==> config.mk <==
export PLATFORM = sky130hd
export DESIGN_NAME = byte_lane_packer
export DESIGN_NICKNAME = d
export VERILOG_FILES = /design/src/rtl/byte_lane_packer.sv
export SDC_FILE = /design/constraint.sdc
export NUM_CORES = 1
export LEC_CHECK = 0
export CORE_UTILIZATION = 50
export CTS_CLUSTER_DIAMETER = 40
export DETAILED_ROUTE_END_ITERATION = 16
export GPL_ROUTABILITY_DRIVEN = 0
export HOLD_SLACK_MARGIN = 0.02
export PLACE_DENSITY = 0.8
export SLEW_MARGIN = 20
export SYNTH_ARGS = -nofsm -noshare
export SYNTH_HDL_FRONTEND = slang
export SYNTH_SLANG_ARGS = --single-unit
==> constraint.sdc <==
create_clock -name clk -period 2 [get_ports clk]
set_input_delay 0.6 -clock clk [delete_from_list [all_inputs] [get_ports clk]]
set_output_delay 0.6 -clock clk [all_outputs]
set_load 0.005 [all_outputs]
==> src/rtl/byte_lane_packer.sv <==
// Packs a stream of DW-bit bytes into LANES-wide words with early close on in_last.
// A complete word waits in the accumulator (STALL) while the output register is occupied.
module byte_lane_packer #(
  parameter int LANES = 12,
  parameter int DW    = 8
) (
  input  logic                       clk,
  input  logic                       rst_n,
  input  logic                       in_valid,
  output logic                       in_ready,
  input  logic [DW-1:0]              in_data,
  input  logic                       in_last,
  output logic                       out_valid,
  input  logic                       out_ready,
  output logic [LANES-1:0][DW-1:0]   out_data,
  output logic [$clog2(LANES+1)-1:0] out_count,
  output logic                       out_last,
  output logic [15:0]                word_cnt
);

  localparam int IW = $clog2(LANES);
  localparam int CW = $clog2(LANES + 1);
  localparam logic [IW-1:0] LAST_IDX = IW'(LANES - 1);

  typedef enum logic [1:0] {
    ST_EMPTY = 2'd0,
    ST_FILL  = 2'd1,
    ST_STALL = 2'd2
  } state_t;

  state_t                   state_r, state_nxt_s;
  logic [IW-1:0]            lane_idx_r, lane_idx_nxt_s;
  logic [LANES-1:0][DW-1:0] acc_r, acc_nxt_s, merged_s;
  logic [CW-1:0]            pend_count_r, pend_count_nxt_s;
  logic                     pend_last_r, pend_last_nxt_s;
  logic                     out_valid_r, out_last_r;
  logic [LANES-1:0][DW-1:0] out_data_r;
  logic [CW-1:0]            out_count_r;
  logic [15:0]              word_cnt_r;
  logic                     in_ready_s, in_xfer_s, out_xfer_s, out_free_s, complete_s;
  logic                     load_s, load_last_s;
  logic [LANES-1:0][DW-1:0] load_data_s;
  logic [CW-1:0]            cur_count_s;

  assign in_ready_s  = (state_r != ST_STALL);
  assign in_xfer_s   = in_valid & in_ready_s;
  assign out_xfer_s  = out_valid_r & out_ready;
  assign out_free_s  = ~out_valid_r | out_ready;
  assign complete_s  = in_xfer_s & ((lane_idx_r == LAST_IDX) | in_last);
  assign cur_count_s = CW'(lane_idx_r) + CW'(1'b1);

  // Accumulator with the offered byte dropped into the current lane.
  always_comb begin
    merged_s             = acc_r;
    merged_s[lane_idx_r] = in_data;
  end

  // Next-state, accumulator and output-load decisions.
  always_comb begin
    state_nxt_s      = state_r;
    lane_idx_nxt_s   = lane_idx_r;
    acc_nxt_s        = acc_r;
    pend_count_nxt_s = pend_count_r;
    pend_last_nxt_s  = pend_last_r;
    load_s           = 1'b0;
    load_data_s      = merged_s;
    load_count_s_def: begin end
    load_last_s      = in_last;
    case (state_r)
      ST_EMPTY, ST_FILL: begin
        if (complete_s) begin
          lane_idx_nxt_s = {IW{1'b0}};
          if (out_free_s) begin
            load_s      = 1'b1;
            acc_nxt_s   = '0;
            state_nxt_s = ST_EMPTY;
          end else begin
            acc_nxt_s        = merged_s;
            pend_count_nxt_s = cur_count_s;
            pend_last_nxt_s  = in_last;
            state_nxt_s      = ST_STALL;
          end
        end else if (in_xfer_s) begin
          acc_nxt_s      = merged_s;
          lane_idx_nxt_s = lane_idx_r + IW'(1'b1);
          state_nxt_s    = ST_FILL;
        end else begin
          state_nxt_s = state_r;
        end
      end
      ST_STALL: begin
        if (out_xfer_s) begin
          load_s      = 1'b1;
          load_data_s = acc_r;
          load_last_s = pend_last_r;
          acc_nxt_s   = '0;
          state_nxt_s = ST_EMPTY;
        end else begin
          state_nxt_s = ST_STALL;
        end
      end
      default: begin
        state_nxt_s    = ST_EMPTY;
        lane_idx_nxt_s = {IW{1'b0}};
        acc_nxt_s      = '0;
      end
    endcase
  end

  // A held word carries its own count; a fresh word uses the live lane index.
  logic [CW-1:0] load_count_s;
  assign load_count_s = (state_r == ST_STALL) ? pend_count_r : cur_count_s;

  // Packing state registers.
  always_ff @(posedge clk or negedge rst_n) begin
    if (!rst_n) begin
      state_r      <= ST_EMPTY;
      lane_idx_r   <= {IW{1'b0}};
      acc_r        <= '0;
      pend_count_r <= {CW{1'b0}};
      pend_last_r  <= 1'b0;
    end else begin
      state_r      <= state_nxt_s;
      lane_idx_r   <= lane_idx_nxt_s;
      acc_r        <= acc_nxt_s;
      pend_count_r <= pend_count_nxt_s;
      pend_last_r  <= pend_last_nxt_s;
    end
  end

  // Output register and delivered-word counter.
  always_ff @(posedge clk or negedge rst_n) begin
    if (!rst_n) begin
      out_valid_r <= 1'b0;
      out_data_r  <= '0;
      out_count_r <= {CW{1'b0}};
      out_last_r  <= 1'b0;
      word_cnt_r  <= 16'd0;
    end else begin
      if (load_s) begin
        out_valid_r <= 1'b1;
        out_data_r  <= load_data_s;
        out_count_r <= load_count_s;
        out_last_r  <= load_last_s;
      end else if (out_xfer_s) begin
        out_valid_r <= 1'b0;
      end else begin
        out_valid_r <= out_valid_r;
      end
      if (out_xfer_s) begin
        word_cnt_r <= word_cnt_r + 16'd1;
      end else begin
        word_cnt_r <= word_cnt_r;
      end
    end
  end

  assign in_ready  = in_ready_s;
  assign out_valid = out_valid_r;
  assign out_data  = out_data_r;
  assign out_count = out_count_r;
  assign out_last  = out_last_r;
  assign word_cnt  = word_cnt_r;

endmodule

# After elaboration in Yosys (flattened, before gate mapping)
# Cells that the tools add are included.
[word_totals]
output_inout_bits = 119
input_bits = 13
word_cells = 84
ff_bits = 225
[classes]
bitwise = 8
reduce_logical = 7
magnitude_cmp = 2
eq_ne = 6
addsub = 2
mux = 27
[ops]
columns = ["operator", "count"]
rows = [
  ["96-bit two-way mux", 6],
  ["96-bit case mux with 2 select lines", 1],
  ["96-bit bitwise mux", 1],
  ["8-bit demux with 4-bit select", 1],
  ["16-bit by 1-bit adder with 16-bit output, second input constant", 1],
  ["4-bit two-way mux", 3],
  ["2-bit two-way mux", 4],
  ["8-bit two-way mux", 1],
  ["4-bit case mux with 2 select lines", 1],
  ["1-bit two-way mux", 7],
  ["4-bit by 5-bit < comparator with 1-bit output, second input constant", 1],
  ["4-bit by 1-bit adder with 4-bit output, second input constant", 1],
  ["4-bit equality test, second input constant", 1],
  ["4-bit by 1-bit greater-or-equal comparator with 1-bit output, second input constant", 1],
  ["2-bit != test, second input constant", 2],
  ["2-bit case mux with 2 select lines", 1],
  ["2-bit AND reduction", 2],
  ["1-bit bitwise AND", 3],
  ["3-bit != test, second input constant", 1],
  ["1-bit NOT", 3],
  ["3-bit AND reduction", 1],
  ["2-bit by 1-bit equality test with 1-bit output, second input constant", 1],
  ["2-bit equality test, second input constant", 1],
  ["2-bit zero test", 1],
  ["5 further kinds", 6],
]

# Longest topological paths before layout
[logic_depth]
depth_word = 8
ltp_mapped = 8
mapped_depth_nobuf = 6

# Worst setup path before layout
# Ideal clock, no wire load.
[synth_timing]
path_type = "reg2reg"
start = "reg lane_idx_r[0]"
end = "reg out_data_r (netlist bit out_data[10])"
synth_period_minus_slack_ns = 2.032
path_stages_with_launch = 9
setup_slack_ns = -0.032
t_arrival_ns = 1.907
required_ns = 1.875
path_buffers = 3
setup_ns = 0.125
cell_sequence = "dfrtp_1 > ha_1 > and3b_1 > buf_6 > o21ai_2 > o21ai_1 > buf_4 > buf_6 > mux2_2"
[synth_via]
elab_chain_cells = 7
word_cells_on_any_way = 13
cone_classes = "order compare (2); eq/ne (1); mux (7); bitwise (2); reduce/logical (1)"
[synth_rtl]
columns = ["element", "line_no", "rtl"]
rows = [
  ["start, declared", "32", "logic [IW-1:0] lane_idx_r, lane_idx_nxt_s;"],
  ["start signal, assigned", "118", "lane_idx_r <= {IW{1'b0}};"],
  ["start signal, assigned", "124", "lane_idx_r <= lane_idx_nxt_s;"],
  ["4-bit by 5-bit < comparator with 1-bit output (implied by the code) / 4-bit by 1-bit greater-or-equal comparator with 1-bit output (equally long branches)", "55", "merged_s[lane_idx_r] = in_data;"],
  ["1-bit logical AND (implied by the code)", "55", ""],
  ["8-bit two-way mux (implied by the code)", "55", ""],
  ["8-bit demux with 4-bit select", "55", ""],
  ["96-bit bitwise mux", "55", ""],
  ["96-bit two-way mux", "92", "if (out_xfer_s) begin"],
  ["96-bit two-way mux", "69", "case (state_r)"],
  ["end signal, assigned", "142", "out_data_r <= load_data_s;"],
  ["end, declared", "37", "logic [LANES-1:0][DW-1:0] out_data_r;"],
]
# Parallel ways exist; a longest one is shown, timed or not.
# A chain may end at the register's enable or synchronous reset.

# Final worst setup path
[layout_timing]
start = "reg word_cnt_r[4], in the netlist word_cnt[4]"
end = "out word_cnt[4]"
[layout_rtl]
columns = ["element", "line_no", "rtl"]
rows = [
  ["start, declared", "39", "logic [15:0] word_cnt_r;"],
  ["start signal, assigned", "151", "word_cnt_r <= word_cnt_r + 16'd1;"],
  ["start signal, assigned", "153", "word_cnt_r <= word_cnt_r;"],
  ["end, declared", "18", "output logic [15:0] word_cnt"],
]
# No word-level cell between the ends.

==> metrics.txt <==
total track usage=between 20% and 30%; DR WL met3=between 1 and 1.5 mm; sequential share of the synthesized area=about 55%; reg2reg setup slack=around 0.05 ns; Buf/Inv on CP=1; leading area contributor after synthesis=dfrtp_1; die area=21000 sq um; Setup CP Type=reg2out; io pins=132; drt wl/cell=20.5 um; Post-Syn Instances=slightly above 700; largest net degree at the start of global routing=66; drt drc=0; layout cells sized above 1=roughly 40%; clock root cell=clkbuf_16; port bufs=roughly 130; Yosys warnings=0; Max Buffers Root-to-Sink=3; RSZ-0062 raised after global routing=yes; Pint=around 9.9 mW; total CTS buffers=27; Mapped Area=between 10000 and 15000 sq um; P per Cell Area=between 900 and 1000 nW/um^2; Leak=between 7 and 8 nW; CP Launch Type=register; vias in the first global route=6909; fin crit share=100%; Worst Clk Skew=0.0162 ns; initial antenna violation count=0; register area=5630 sq um; Final Total Pwr=roughly 13 mW; Setup WS post-layout=-0.00182 ns; filler cell count=around 1200; combinational fraction of design power=around a fifth; DIE WIDTH=145 um; nets@finish=about 950; top post-synthesis cells by area=dfrtp_1 (55%), mux2_2 (22%), a22o_1 (8.3%); setup violators final=1; Net Switching=around 3.3 mW; worst-margin pin slew=about 0.53 ns; crit-path max FO=2; leading register cell type out of synthesis=dfrtp_1; Max Cap Violations=0; CP Cell Sequence=clkdlybuf4s50_1; Via Count=between 6000 and 7000; post-synth top area share=between 50% and 60%; headroom to the max-slew limit=64.6%; Final min period=between 2 and 2.5 ns; row count=51; maximum vdd ir drop=between 0.8 and 0.9 mV; post-route ant nets=0; most frequent cells in the layout=dfrtp_1 (222), mux2_2 (200), a22o_1 (97), buf_4 (78), dlymetal6s2s_1 (68); WHS=between 0.02 and 0.03 ns; Critical Path Max Stage Delay=0.53 ns; Pre-Repair DR Iteration Count=5; Reg power frac=about two fifths; total grt overflow=0; FFs w/ async S/R, synth=100%; CP Launch Point=word_cnt[4]$_DFFE_PN0N_; WP data arrival=around 1.4 ns; commonest non-fill, non-tap cell in the layout=dfrtp_1; area occupied by multi-input gates=4290 sq um; number of enable flip-flop cells after synthesis=0; met2 WL=roughly 12 mm; Antenna diodes=0; Clock power frac=39.4%; CTS sink count=225; vias per inst=5.63; Total Wirelength=roughly 25 mm; syn_nets=roughly 740; highest routed layer=met4; worst path required time=about 1.4 ns; M1 WL=11.3 mm; #FFs+latches synth=roughly 230; synth unique cells=42; status=finished, violations left; CP max-delay cell=clkdlybuf4s50_1; average size of a mapped cell=between 10 and 15 sq um; Hold Path Class=in2async; clock latency on the worst-skew pair=about 0.52 ns; failing checks=negative setup slack; Area growth syn-to-layout=36.0%; starting density of the core=between 50% and 60%; core area=roughly 20000 sq um; Clock Pin Slew Worst Setup and Hold Paths=around 0.06 ns; fmax=0.500 GHz; first-pass GRT wire length=roughly 38 mm; number of hold violations in the final report=0; starting DRC count in detailed routing=450; Switching Share=between 20% and 30%; max-slew violation count=0; family with the most delay on the worst path=buffers and inverters; Post-DP HPWL=14.5 mm; CP Capture Type=output port; CTS H-Tree Depth=1; launch point of the worst reg-to-reg path=lane_idx_r[1]$_DFFE_PN0P_; CTS tree=yes; height of the die=about 140 um
sequential cells by signal (all words and copies together), names as in the netlist:
signal and flops:
pend_count_r 4, out_valid 1, out_last 1, out_count 4, state_r 2, word_cnt 16
out_data 96, acc_r 96, pend_last_r 1, lane_idx_r 4
Yosys cell counts (3+ instances only):
library cell / count
dfrtp_1: 225
mux2_2: 200
a22o_1: 97
clkbuf_1: 22
nand2_1: 14
and3_1: 11
buf_6: 11
o31ai_4: 10
clkbuf_2: 9
xnor2_1: 9
and3b_1: 8
inv_1: 8
nand2_2: 8
o21ai_0: 8
xor2_1: 8
nor3_1: 7
a21oi_1: 6
nand3_1: 6
nor2_1: 6
buf_2: 5
buf_4: 5
ha_1: 5
nand2b_1: 5
nor3b_4: 4
or3_1: 3
layout make-up:
type                       instances  area share, %
sequential                       225           40.6
inverter                           8          0.216
tap                              265           2.39
clock buffer                      34           5.20
clock inverter                    13           1.70
timing repair buffer             238           19.0
multi-input combinational        434           30.9
power groups by stage:
stage	Clock, mW	Sequential (mW)	Combinational (mW)
floorplan	0	5.38	1.27
global placement	0	5.39	2.46
detailed placement	0	5.40	2.51
CTS	5.26	5.30	2.71
global route	5.49	5.35	2.93
finish	5.22	5.30	2.72
per-stage QoR:
step	utilization [%]	cells	setup TNS [ns]	instance area, sq um	worst slack [ns]
floorplan	-	720	0	10200	0.00661
global placement	62.5	1131	-89.42	12300	-0.490
detailed placement	62.5	1131	-95.29	12300	-0.531
CTS	68.8	1207	-0.00141	13600	-0.00141
global route	70.4	1217	-0.101	13900	-0.0205
finish	70.4	1217	-0.00182	13900	-0.00182
timing repair:
action / 4_1_cts / 5_1_grt
pin swaps: 1 / 4
cloned: 3 / 2
setup buffers: 26 / 8
hold buffers: 0 / 0
resized for setup: 30 / 77
endpoints found under the setup margin: 141 / 143
logic make-up after synthesis:
kind of cell	Yosys count	share of synthesized area, %
mux	202	22.3
simple gates	82	5.24
compound gates	128	11.8
buf+inv	61	3.41
xor+xnor	17	1.46
flops	225	55.2
fa+ha+maj	5	0.613
metal layers:
layer	vias up	GRT usage, %
met3	23	3.13
li1	3104	-
met4	0	5.65
met1	3501	34.6
met2	225	37.8
met5	-	0
path summary, 6_finish.rpt:
kind,endpoint,cells after the start
min reg2reg,acc_r[30]$_DFFE_PN0P_,1
max,word_cnt[4],1
min in group clk,acc_r[30]$_DFFE_PN0P_,1
min,word_cnt[15]$_DFFE_PN0N_,1
max reg2reg,out_data[13]$_DFFE_PN0P_,8
max in group asynchronous,out_data[21]$_DFFE_PN0P_,2
(Power assumes the default switching activity.)
